[src/rtl/dbg_pkg.sv]
// Shared constants for the debug host bridge: command bytes, response codes,
// access-size encodings and the command FSM states.
package dbg_pkg;

    localparam logic [7:0] CMD_HALT    = 8'h48;
    localparam logic [7:0] CMD_GO      = 8'h47;
    localparam logic [7:0] CMD_WRITE   = 8'h57;
    localparam logic [7:0] CMD_WRITE_B = 8'h42;
    localparam logic [7:0] CMD_READ    = 8'h52;
    localparam logic [7:0] CMD_PC      = 8'h50;

    localparam logic [7:0] ACK = 8'h06;
    localparam logic [7:0] NAK = 8'h15;

    localparam logic [1:0] SZ_BYTE = 2'b00;
    localparam logic [1:0] SZ_HALF = 2'b01;
    localparam logic [1:0] SZ_WORD = 2'b10;

    typedef enum logic [2:0] {
        ST_IDLE,
        ST_ADDR,
        ST_DATA,
        ST_MEM_WR,
        ST_MEM_RD,
        ST_RD_CAP,
        ST_TX
    } state_e;

endpackage

[src/rtl/dbg_tx_shifter.sv]
// Response serializer: holds up to four bytes and streams them LSB first
// over a valid/ready byte link.
module dbg_tx_shifter (
    input  logic        clk,
    input  logic        rst_n,
    input  logic        load,
    input  logic [31:0] load_data,
    input  logic [2:0]  load_cnt,
    output logic [7:0]  tx_data,
    output logic        tx_valid,
    input  logic        tx_ready,
    output logic        busy
);

    logic [31:0] sh_q, sh_d;
    logic [2:0]  cnt_q, cnt_d;

    always_comb begin
        sh_d  = sh_q;
        cnt_d = cnt_q;
        if (load) begin
            sh_d  = load_data;
            cnt_d = load_cnt;
        end else if ((cnt_q != 3'd0) && tx_ready) begin
            sh_d  = {8'h00, sh_q[31:8]};
            cnt_d = cnt_q - 3'd1;
        end
    end

    always_ff @(posedge clk) begin
        if (!rst_n) begin
            sh_q  <= '0;
            cnt_q <= '0;
        end else begin
            sh_q  <= sh_d;
            cnt_q <= cnt_d;
        end
    end

    assign tx_data  = sh_q[7:0];
    assign tx_valid = (cnt_q != 3'd0);
    assign busy     = tx_valid;

endmodule

[src/rtl/dbg_host_bridge.sv]
// Host byte-stream command engine driving the SoC debug memory port:
// halt/release the CPU, write/read memory and read the PC.
module dbg_host_bridge
    import dbg_pkg::*;
#(
    parameter bit          HALT_ON_RESET  = 1'b1,
    parameter int unsigned TIMEOUT_CYCLES = 1000000
) (
    input  logic        clk,
    input  logic        rst_n,
    input  logic [7:0]  rx_data,
    input  logic        rx_valid,
    output logic        rx_ready,
    output logic [7:0]  tx_data,
    output logic        tx_valid,
    input  logic        tx_ready,
    output logic        debug,
    output logic [31:0] mem_addr_dbg,
    output logic [31:0] mem_wdata_dbg,
    output logic [1:0]  mem_byte_sel_dbg,
    output logic        mem_we_dbg,
    input  logic [31:0] mem_rdata_dbg,
    input  logic [31:0] pc
);

    localparam int TMO_W = $clog2(TIMEOUT_CYCLES + 1);
    localparam logic [TMO_W-1:0] TMO_MAX = TMO_W'(TIMEOUT_CYCLES);

    state_e           state_q, state_d;
    logic [7:0]       cmd_q, cmd_d;
    logic [1:0]       cnt_q, cnt_d;
    logic [31:0]      addr_sh_q, addr_sh_d;
    logic [31:0]      data_sh_q, data_sh_d;
    logic [31:0]      addr_q, addr_d;
    logic [31:0]      wdata_q, wdata_d;
    logic [1:0]       sel_q, sel_d;
    logic             debug_q, debug_d;
    logic             pc_pend_q, pc_pend_d;
    logic [TMO_W-1:0] tmo_q, tmo_d;

    logic        rx_fire, last, ld, tx_busy;
    logic [31:0] ld_data;
    logic [2:0]  ld_cnt;

    assign rx_ready = (state_q == ST_IDLE) || (state_q == ST_ADDR) || (state_q == ST_DATA);
    assign rx_fire  = rx_valid && rx_ready;

    always_comb begin
        state_d   = state_q;
        cmd_d     = cmd_q;
        cnt_d     = cnt_q;
        addr_sh_d = addr_sh_q;
        data_sh_d = data_sh_q;
        addr_d    = addr_q;
        wdata_d   = wdata_q;
        sel_d     = sel_q;
        debug_d   = debug_q;
        pc_pend_d = pc_pend_q;
        tmo_d     = '0;
        last      = 1'b0;
        ld        = 1'b0;
        ld_data   = '0;
        ld_cnt    = '0;
        case (state_q)
            ST_IDLE: begin
                if (rx_fire) begin
                    cmd_d = rx_data;
                    cnt_d = '0;
                    case (rx_data)
                        CMD_HALT, CMD_GO: begin
                            debug_d = (rx_data == CMD_HALT);
                            ld      = 1'b1;
                            ld_data = {24'h0, ACK};
                            ld_cnt  = 3'd1;
                            state_d = ST_TX;
                        end
                        CMD_WRITE, CMD_WRITE_B, CMD_READ: state_d = ST_ADDR;
                        CMD_PC: begin
                            pc_pend_d = 1'b1;
                            state_d   = ST_TX;
                        end
                        default: begin
                            ld      = 1'b1;
                            ld_data = {24'h0, NAK};
                            ld_cnt  = 3'd1;
                            state_d = ST_TX;
                        end
                    endcase
                end
            end
            ST_ADDR, ST_DATA: begin
                if (rx_fire) begin
                    cnt_d = cnt_q + 2'd1;
                    if (state_q == ST_ADDR) begin
                        addr_sh_d = {rx_data, addr_sh_q[31:8]};
                        if (cnt_q == 2'd3) begin
                            if (cmd_q == CMD_READ) last = 1'b1;
                            else state_d = ST_DATA;
                        end
                    end else begin
                        data_sh_d = {rx_data, data_sh_q[31:8]};
                        last      = (cmd_q == CMD_WRITE_B) || (cnt_q == 2'd3);
                    end
                end else if (tmo_q == TMO_MAX) begin
                    state_d = ST_IDLE;
                end else begin
                    tmo_d = tmo_q + TMO_W'(1);
                end
            end
            ST_MEM_WR: begin
                ld      = 1'b1;
                ld_data = {24'h0, ACK};
                ld_cnt  = 3'd1;
                state_d = ST_TX;
            end
            ST_MEM_RD: state_d = ST_RD_CAP;
            ST_RD_CAP: begin
                ld      = 1'b1;
                ld_data = mem_rdata_dbg;
                ld_cnt  = 3'd4;
                state_d = ST_TX;
            end
            ST_TX: begin
                // PC is captured one cycle after the 'P' byte was accepted.
                if (pc_pend_q) begin
                    ld        = 1'b1;
                    ld_data   = pc;
                    ld_cnt    = 3'd4;
                    pc_pend_d = 1'b0;
                end else if (!tx_busy) begin
                    state_d = ST_IDLE;
                end
            end
            default: state_d = ST_IDLE;
        endcase

        // Operands complete: a running CPU owns memory, so refuse the access.
        if (last) begin
            if (!debug_q) begin
                ld      = 1'b1;
                ld_data = {24'h0, NAK};
                ld_cnt  = 3'd1;
                state_d = ST_TX;
            end else begin
                addr_d = addr_sh_d;
                case (cmd_q)
                    CMD_WRITE: begin
                        wdata_d = data_sh_d;
                        sel_d   = SZ_WORD;
                        state_d = ST_MEM_WR;
                    end
                    CMD_WRITE_B: begin
                        wdata_d = {24'h0, rx_data};
                        sel_d   = SZ_BYTE;
                        state_d = ST_MEM_WR;
                    end
                    default: begin
                        sel_d   = SZ_WORD;
                        state_d = ST_MEM_RD;
                    end
                endcase
            end
        end
    end

    always_ff @(posedge clk) begin
        if (!rst_n) begin
            state_q   <= ST_IDLE;
            cmd_q     <= '0;
            cnt_q     <= '0;
            addr_q    <= '0;
            wdata_q   <= '0;
            sel_q     <= SZ_WORD;
            debug_q   <= HALT_ON_RESET;
            pc_pend_q <= 1'b0;
            tmo_q     <= '0;
        end else begin
            state_q   <= state_d;
            cmd_q     <= cmd_d;
            cnt_q     <= cnt_d;
            addr_q    <= addr_d;
            wdata_q   <= wdata_d;
            sel_q     <= sel_d;
            debug_q   <= debug_d;
            pc_pend_q <= pc_pend_d;
            tmo_q     <= tmo_d;
        end
    end

    always_ff @(posedge clk) begin
        addr_sh_q <= addr_sh_d;
        data_sh_q <= data_sh_d;
    end

    dbg_tx_shifter u_tx (
        .clk       (clk),
        .rst_n     (rst_n),
        .load      (ld),
        .load_data (ld_data),
        .load_cnt  (ld_cnt),
        .tx_data   (tx_data),
        .tx_valid  (tx_valid),
        .tx_ready  (tx_ready),
        .busy      (tx_busy)
    );

    assign debug            = debug_q;
    assign mem_addr_dbg     = addr_q;
    assign mem_wdata_dbg    = wdata_q;
    assign mem_byte_sel_dbg = sel_q;
    assign mem_we_dbg       = (state_q == ST_MEM_WR);

endmodule
[config.mk]
export PLATFORM = sky130hd
export DESIGN_NAME = dbg_host_bridge
export DESIGN_NICKNAME = d
export VERILOG_FILES = /design/src/rtl/dbg_pkg.sv /design/src/rtl/dbg_tx_shifter.sv /design/src/rtl/dbg_host_bridge.sv
export SDC_FILE = /design/constraint.sdc
export NUM_CORES = 1
export LEC_CHECK = 0
export CORE_ASPECT_RATIO = 0.5
export CORE_MARGIN = 1.5
export CORE_UTILIZATION = 35
export DETAILED_ROUTE_END_ITERATION = 8
export PLACE_DENSITY = 0.64
export SLEW_MARGIN = 20
export SYNTH_ARGS = -nofsm -noshare
export SYNTH_HDL_FRONTEND = slang
export SYNTH_SLANG_ARGS = --single-unit
[constraint.sdc]
create_clock -name clk -period 2.9 [get_ports clk]
set_input_delay 0.29 -clock clk [delete_from_list [all_inputs] [get_ports clk]]
set_output_delay 0.29 -clock clk [all_outputs]
set_load 0.02 [all_outputs]
# After elaboration in Yosys (flattened, before gate mapping)
# Index checks and enable logic that the tools add are counted.
[totals]
out_inout_bits = 78
regBits = 200
word_cells = 124
ram_bits = 0
mem_bits_ro = 0
latch_bits = 0
inputBits = 76
n_memories = 0
[op_classes]
n_shift = 0
mul = 0
n_div = 0
order_cmp = 0
reduce_logical = 25
eq_ne = 27
n_bitwise = 2
addsub = 3
n_mux = 54
[op_table]
columns = ["op", "n"]
rows = [
  ["32-bit 2-to-1 mux", 11],
  ["32-bit one-hot mux with 4 select lines", 1],
  ["8-bit by 7-bit == test with 1-bit output, second input constant", 9],
  ["32-bit one-hot mux with 2 select lines", 1],
  ["3-bit 2-to-1 mux", 17],
  ["20-bit by 1-bit adder with 20-bit output, second input constant", 1],
  ["20-bit == test, second input constant", 1],
  ["4-bit != test, second input constant", 4],
  ["3-bit one-hot mux with 5 select lines", 1],
  ["1-bit 2-to-1 mux", 14],
  ["3-bit one-hot mux with 4 select lines", 1],
  ["3-bit AND reduction", 4],
  ["5-bit one-hot mux with 2 select lines", 1],
  ["3-bit == test, second input constant", 3],
  ["3-bit != test, second input constant", 3],
  ["2-bit nonzero test", 4],
  ["2-bit OR reduction", 4],
  ["4-bit OR reduction", 2],
  ["7-bit AND reduction", 1],
  ["3-bit by 2-bit == test with 1-bit output, second input constant", 2],
  ["2-bit 2-to-1 mux", 3],
  ["5-bit 2-to-1 mux", 1],
  ["2-bit != test, second input constant", 2],
  ["2-bit one-hot mux with 2 select lines", 1],
  ["14 further kinds", 19],
]

# Longest topological paths before layout
[depth]
word_depth = 9
ltp_mapped = 10
depth_no_buf = 7

# Cells and area by module
# A second synthesis with hierarchy kept.
[hier_totals]
hier_cells = 910
area_unflattened_um2 = 8544.4
[modules_own_cells]
columns = ["mod", "seq_area_each_um2", "instances", "area_each_um2", "cells_each"]
rows = [
  ["dbg_host_bridge", 3283.1, 1, 6805.3, 706],
  ["dbg_tx_shifter", 700.7, 1, 1739.2, 204],
]

# Worst setup path before layout
# OpenSTA, ideal clock, no wires.
[synth_timing]
path_type = "reg2reg"
from = "register cmd_q[7]"
to = "register wdata_q[14] (netlist: mem_wdata_dbg[14])"
slack_ns = 0.741
required_time_ns = 2.830
n_path_buf = 3
period_less_slack_ns = 2.159
arrival_ns = 2.088
setup_ns = 0.070
stages_incl_launch_ff = 9
path_cell_list = "dfxtp_1 -> or4b_1 -> buf_2 -> nor3_4 -> a21oi_2 -> buf_6 -> buf_6 -> or4b_1 -> a21oi_1"
[synth_between]
elab_chain_cells = 7
word_cells_on_any_way = 12
classes_between = "eq/ne (3); mux (6); reduce/logical (3)"
[synth_lines]
columns = ["element", "line_no", "source"]
rows = [
  ["from (decl)", "dbg_host_bridge.sv:30", "logic [7:0] cmd_q, cmd_d;"],
  ["from (signal assigned)", "dbg_host_bridge.sv:179", "cmd_q <= cmd_d;"],
  ["8-bit by 7-bit == test with 1-bit output", "dbg_host_bridge.sv:97", "if (cmd_q == CMD_READ) last = 1'b1;"],
  ["1-bit 2-to-1 mux", "dbg_host_bridge.sv:97", ""],
  ["1-bit 2-to-1 mux", "dbg_host_bridge.sv:96", "if (cnt_q == 2'd3) begin"],
  ["1-bit 2-to-1 mux", "dbg_host_bridge.sv:94", "if (state_q == ST_ADDR) begin"],
  ["1-bit 2-to-1 mux", "dbg_host_bridge.sv:92", "if (rx_fire) begin"],
  ["1-bit 2-to-1 mux", "dbg_host_bridge.sv:64", "case (state_q)"],
  ["3-bit AND reduction (no line)", "--", ""],
  ["to (signal assigned)", "dbg_host_bridge.sv:182", "wdata_q <= wdata_d;"],
  ["to (decl)", "dbg_host_bridge.sv:35", "logic [31:0] wdata_q, wdata_d;"],
]
# Several ways; a longest one is shown, not always the timed one.
# A chain may end at the register's enable or synchronous reset.

# Worst setup path in the final report
[layout_timing]
from = "register state_q[0]"
to = "output mem_we_dbg"
[layout_between]
elab_chain_cells = 1
[layout_lines]
columns = ["element", "line_no", "source"]
rows = [
  ["from (decl)", "dbg_host_bridge.sv:29", "state_e state_q, state_d;"],
  ["from (signal assigned)", "dbg_host_bridge.sv:178", "state_q <= state_d;"],
  ["3-bit by 2-bit == test with 1-bit output", "dbg_host_bridge.sv:211", "assign mem_we_dbg = (state_q == ST_MEM_WR);"],
  ["to (decl)", "dbg_host_bridge.sv:21", "output logic mem_we_dbg,"],
]
# No other way between the ends.

==> run_results.csv <==
group,metric,value,unit
grt,grt_usage,18.22,%
sta,holdWs,0.4592,ns
floorplan,die-width,222.9,microns
place,place_area,10350,sq um
clock_tree,clk_path_buf_depth,2,
setup_path,cp-start-kind,"flop",
routing,drt_wl_total,22490,microns
sta,fin_crit_sh,85.57,%
setup_path,critPathKind,"flop to output port",
place,post-place-cells,1308,
grt,grt_pass1_wl,36550,microns
clock_tree,cts_sinks,199,
clock_tree,cts-buffers-inserted,17,
setup_path,crit_family,"flip-flops",
floorplan,io-pin-count,154,
place,preCtsSetupSlack,0.3134,ns
setup_path,path_cells,"and3_1 > clkdlybuf4s50_1",
place,io_buffer_count,152,
sta,finalHoldViolations,0,
grt,grt_pass1_vias,6926,
power_and_ir_drop,p_sw,2.375,mW
floorplan,coreArea,23280,sq um
yosys,synth_warnings,0,
clock_tree,ctsHtreeMaxLevel,4,
floorplan,rows,39,
yosys,synth_edf_count,0,
yosys,async_reset_ff_share,0,%
sta,skew,0.009294,ns
finish,layout.nets,1101,
floorplan,die_y,113.0,microns
grt,overflow,0,
routing,drt_pre_antenna_iters,7,
sta,setup-violations-final,0,
clock_tree,post_cts_resized,0,
routing,drc_errors,0,
setup_path,path_max_fanout,15,
yosys,synth.distinct_cells,69,
routing,drtAntennaViolNets,0,
setup_path,crit_path_end_kind,"output port",
floorplan,dieArea,25180,sq um
power_and_ir_drop,p_clk_share,32.6,%
clock_tree,cts_tree,"yes",
sta,max_freq,0.4030,GHz
setup_path,cp.required,2.61,ns
setup_path,worstPathArrival,2.19,ns
sta,fin_crit,2.482,ns
power_and_ir_drop,peakVddDrop,0.3346,mV
floorplan,start_util,36.36,%
yosys,ys_seq_area_share,47.07,%
finish,n_fill_cell,2192,
finish,final_layout_size_suffix_gt1_share,16.84,%
sta,fin_ws,0.4185,ns
clock_tree,clock-root-buffer,"clkbuf_16",
finish,antenna_cells,0,
yosys,syn-instance-count,897,
power_and_ir_drop,cellInternalPower,5.679,mW
setup_path,cp.buffers_inverters,1,
outcome,status,"finished clean",
sta,relSlewSlack,43.65,%
sta,max_slew.worst_pin.slew,0.8415,ns
routing,viasPerCell,5.307,
routing,drt_iter0_markers,460,
clock_tree,cts.clk_slew.worst_paths,0.07,ns
run,cap_viol_max_count,0,
setup_path,cp_slowest_cell,"dfxtp_1",
sta,tns,0,ns
setup_path,max_stage_delay,0.69,ns
grt,grt_max_degree,51,
yosys,syn-num-nets,978,
sta,slew_viol_final,0,
finish,area_delta_synth_final,30.00,%
power_and_ir_drop,power.density,732.0,nW/um^2
routing,wl_per_cell,16.78,microns
grt,antenna_found_initial,0,
place,place_congestion,0.8578,
clock_tree,clock_latency,0.45,ns
power_and_ir_drop,leakage,3.841,nW
yosys,ys_seq_elements,199,
clock_tree,hold_buffers,0,
power_and_ir_drop,power_frac_seq,42.7,%
clock_tree,postCtsSetupRepairBufs,0,
worst_hold_path,holdCritPathClass,"flop to flop",
power_and_ir_drop,power_frac_comb,24.6,%
routing,num_vias,7112,
yosys,synth_area,8463,sq um
finish,stdcell_area,11000,sq um
finish,final_cell_count_no_fill,1340,
yosys,synth_top_flop_cell,"dfxtp_1",
yosys,syn_area_per_cell,9.435,sq um
sta,rsz0062_at_grt,"false",
setup_path,r2r_slack,0.46,ns
place,dp_hpwl,15970,microns
power_and_ir_drop,swShare,29.49,%
## through the flow
| stage | power, mW | utilization, % |
|---|---|---|
| after detailed placement | 5.466 | 44.46 |
| after global placement | 5.402 | 44.46 |
| final | 8.054 | 47.27 |
| after global routing | 8.473 | 47.27 |
| after floorplan | 4.852 | - |
| after CTS | 8.101 | 47.27 |
## worst reg2reg max path, cell delays in order (launching register included)
cell	delay [ns]
dfxtp_1	0.49
or3b_1	0.50
o32ai_4	0.35
a21oi_4	0.16
buf_4	0.22
or4b_1	0.51
a21oi_1	0.15
## cell families after synthesis
kind of cell	Yosys count	synth area share, %
AO/OA/AOI/OAI	220	15.89
XOR/XNOR	18	1.863
adder cells (fa/ha/maj)	5	0.7392
buffers and inverters	100	5.130
flip-flops	199	47.07
multiplexers	96	12.73
other	1	0.04431
AND/OR/NAND/NOR	258	16.53
## path summary, 6_finish.rpt
path | startpoint | to | cells past startpoint
worst max-delay path | state_q[0]$_SDFFE_PN0P_ | mem_we_dbg | 2
worst min register to register | mem_addr_dbg[9]$_SDFFE_PN0P_ | mem_addr_dbg[9]$_SDFFE_PN0P_ | 2
worst max register to register | state_q[0]$_SDFFE_PN0P_ | mem_wdata_dbg[22]$_SDFFE_PN0P_ | 6
worst min-delay path | mem_addr_dbg[9]$_SDFFE_PN0P_ | mem_addr_dbg[9]$_SDFFE_PN0P_ | 2
## synth_stat cells, types with 3 or more instances
| master | instances | share of area [%] |
|---|---|---|
| o211ai_1 | 5 | 0.44 |
| o22ai_1 | 9 | 0.67 |
| or4b_1 | 27 | 3.2 |
| or3_1 | 5 | 0.37 |
| nor4_1 | 4 | 0.30 |
| and3_1 | 9 | 0.67 |
| buf_4 | 9 | 0.80 |
| nand3_1 | 15 | 0.89 |
| xor2_1 | 4 | 0.41 |
| nand2_1 | 111 | 4.9 |
| nand4_1 | 25 | 1.8 |
| a31oi_1 | 5 | 0.37 |
| nor3b_1 | 4 | 0.35 |
| mux2i_1 | 3 | 0.35 |
| a21oi_1 | 102 | 6.0 |
| clkbuf_1 | 58 | 2.6 |
| dfxtp_1 | 199 | 47 |
| nor2b_1 | 5 | 0.37 |
| mux2_2 | 93 | 12 |
| o2111ai_1 | 3 | 0.31 |
| inv_1 | 16 | 0.71 |
| buf_2 | 8 | 0.47 |
| ha_1 | 5 | 0.74 |
| nor2_1 | 27 | 1.2 |
| nor3_1 | 7 | 0.41 |
| o21ai_0 | 38 | 2.2 |
| xnor2_1 | 14 | 1.4 |
| buf_1 | 6 | 0.27 |
| a22oi_1 | 32 | 2.8 |
## layout make-up
class | instances | area [sq um] | share of cell area [%]
Sequential cell | 199 | 3984 | 36.21
Inverter | 17 | 65.06 | 0.5914
Timing Repair Buffer | 187 | 1834 | 16.67
Multi-Input combinational cell | 598 | 4081 | 37.10
Tap cell | 307 | 384.1 | 3.491
Clock inverter | 15 | 227.7 | 2.070
Clock buffer | 17 | 425.4 | 3.867
## cells in the final DEF, fill, tap and decap left out, types with 16 or more instances in the layout
master	instances
dfxtp_1	199
clkdlybuf4s50_1	152
nand2_1	111
a21oi_1	101
mux2_2	93
o21ai_0	38
a22oi_1	32
buf_4	31
or4b_1	27
nor2_1	26
nand4_1	25
clkbuf_16	17
inv_1	16
## per-layer routing
metal  vias to the layer above  share of wire (%)  global-route usage, %
li1                       3478                  -                      -
met1                      3455                 47                  24.30
met2                       150                 48                  29.85
met3                        29                4.1                  3.947
met4                         0                1.3                  5.125
met5                         -                  0                      0
## registers in the layout, summed over array words and instances (netlist names), 8 cells and up
register and flops:
mem_addr_dbg 32, addr_sh_q 32, cmd_q 8, mem_wdata_dbg 32, tmo_q 20, data_sh_q 32, u_tx.sh_q 32
## power groups by stage
stage          registers [mW]  logic, mW  clock network, mW
2_1_floorplan            3.41       1.44                  0
3_3_place_gp             3.48       1.93                  0
3_5_place_dp             3.50       1.97                  0
4_1_cts                  3.44       1.98               2.68
5_1_grt                  3.50       2.16               2.80
6_report                 3.44       1.98               2.63
No activity file was read; power rests on OpenSTA's default activity.
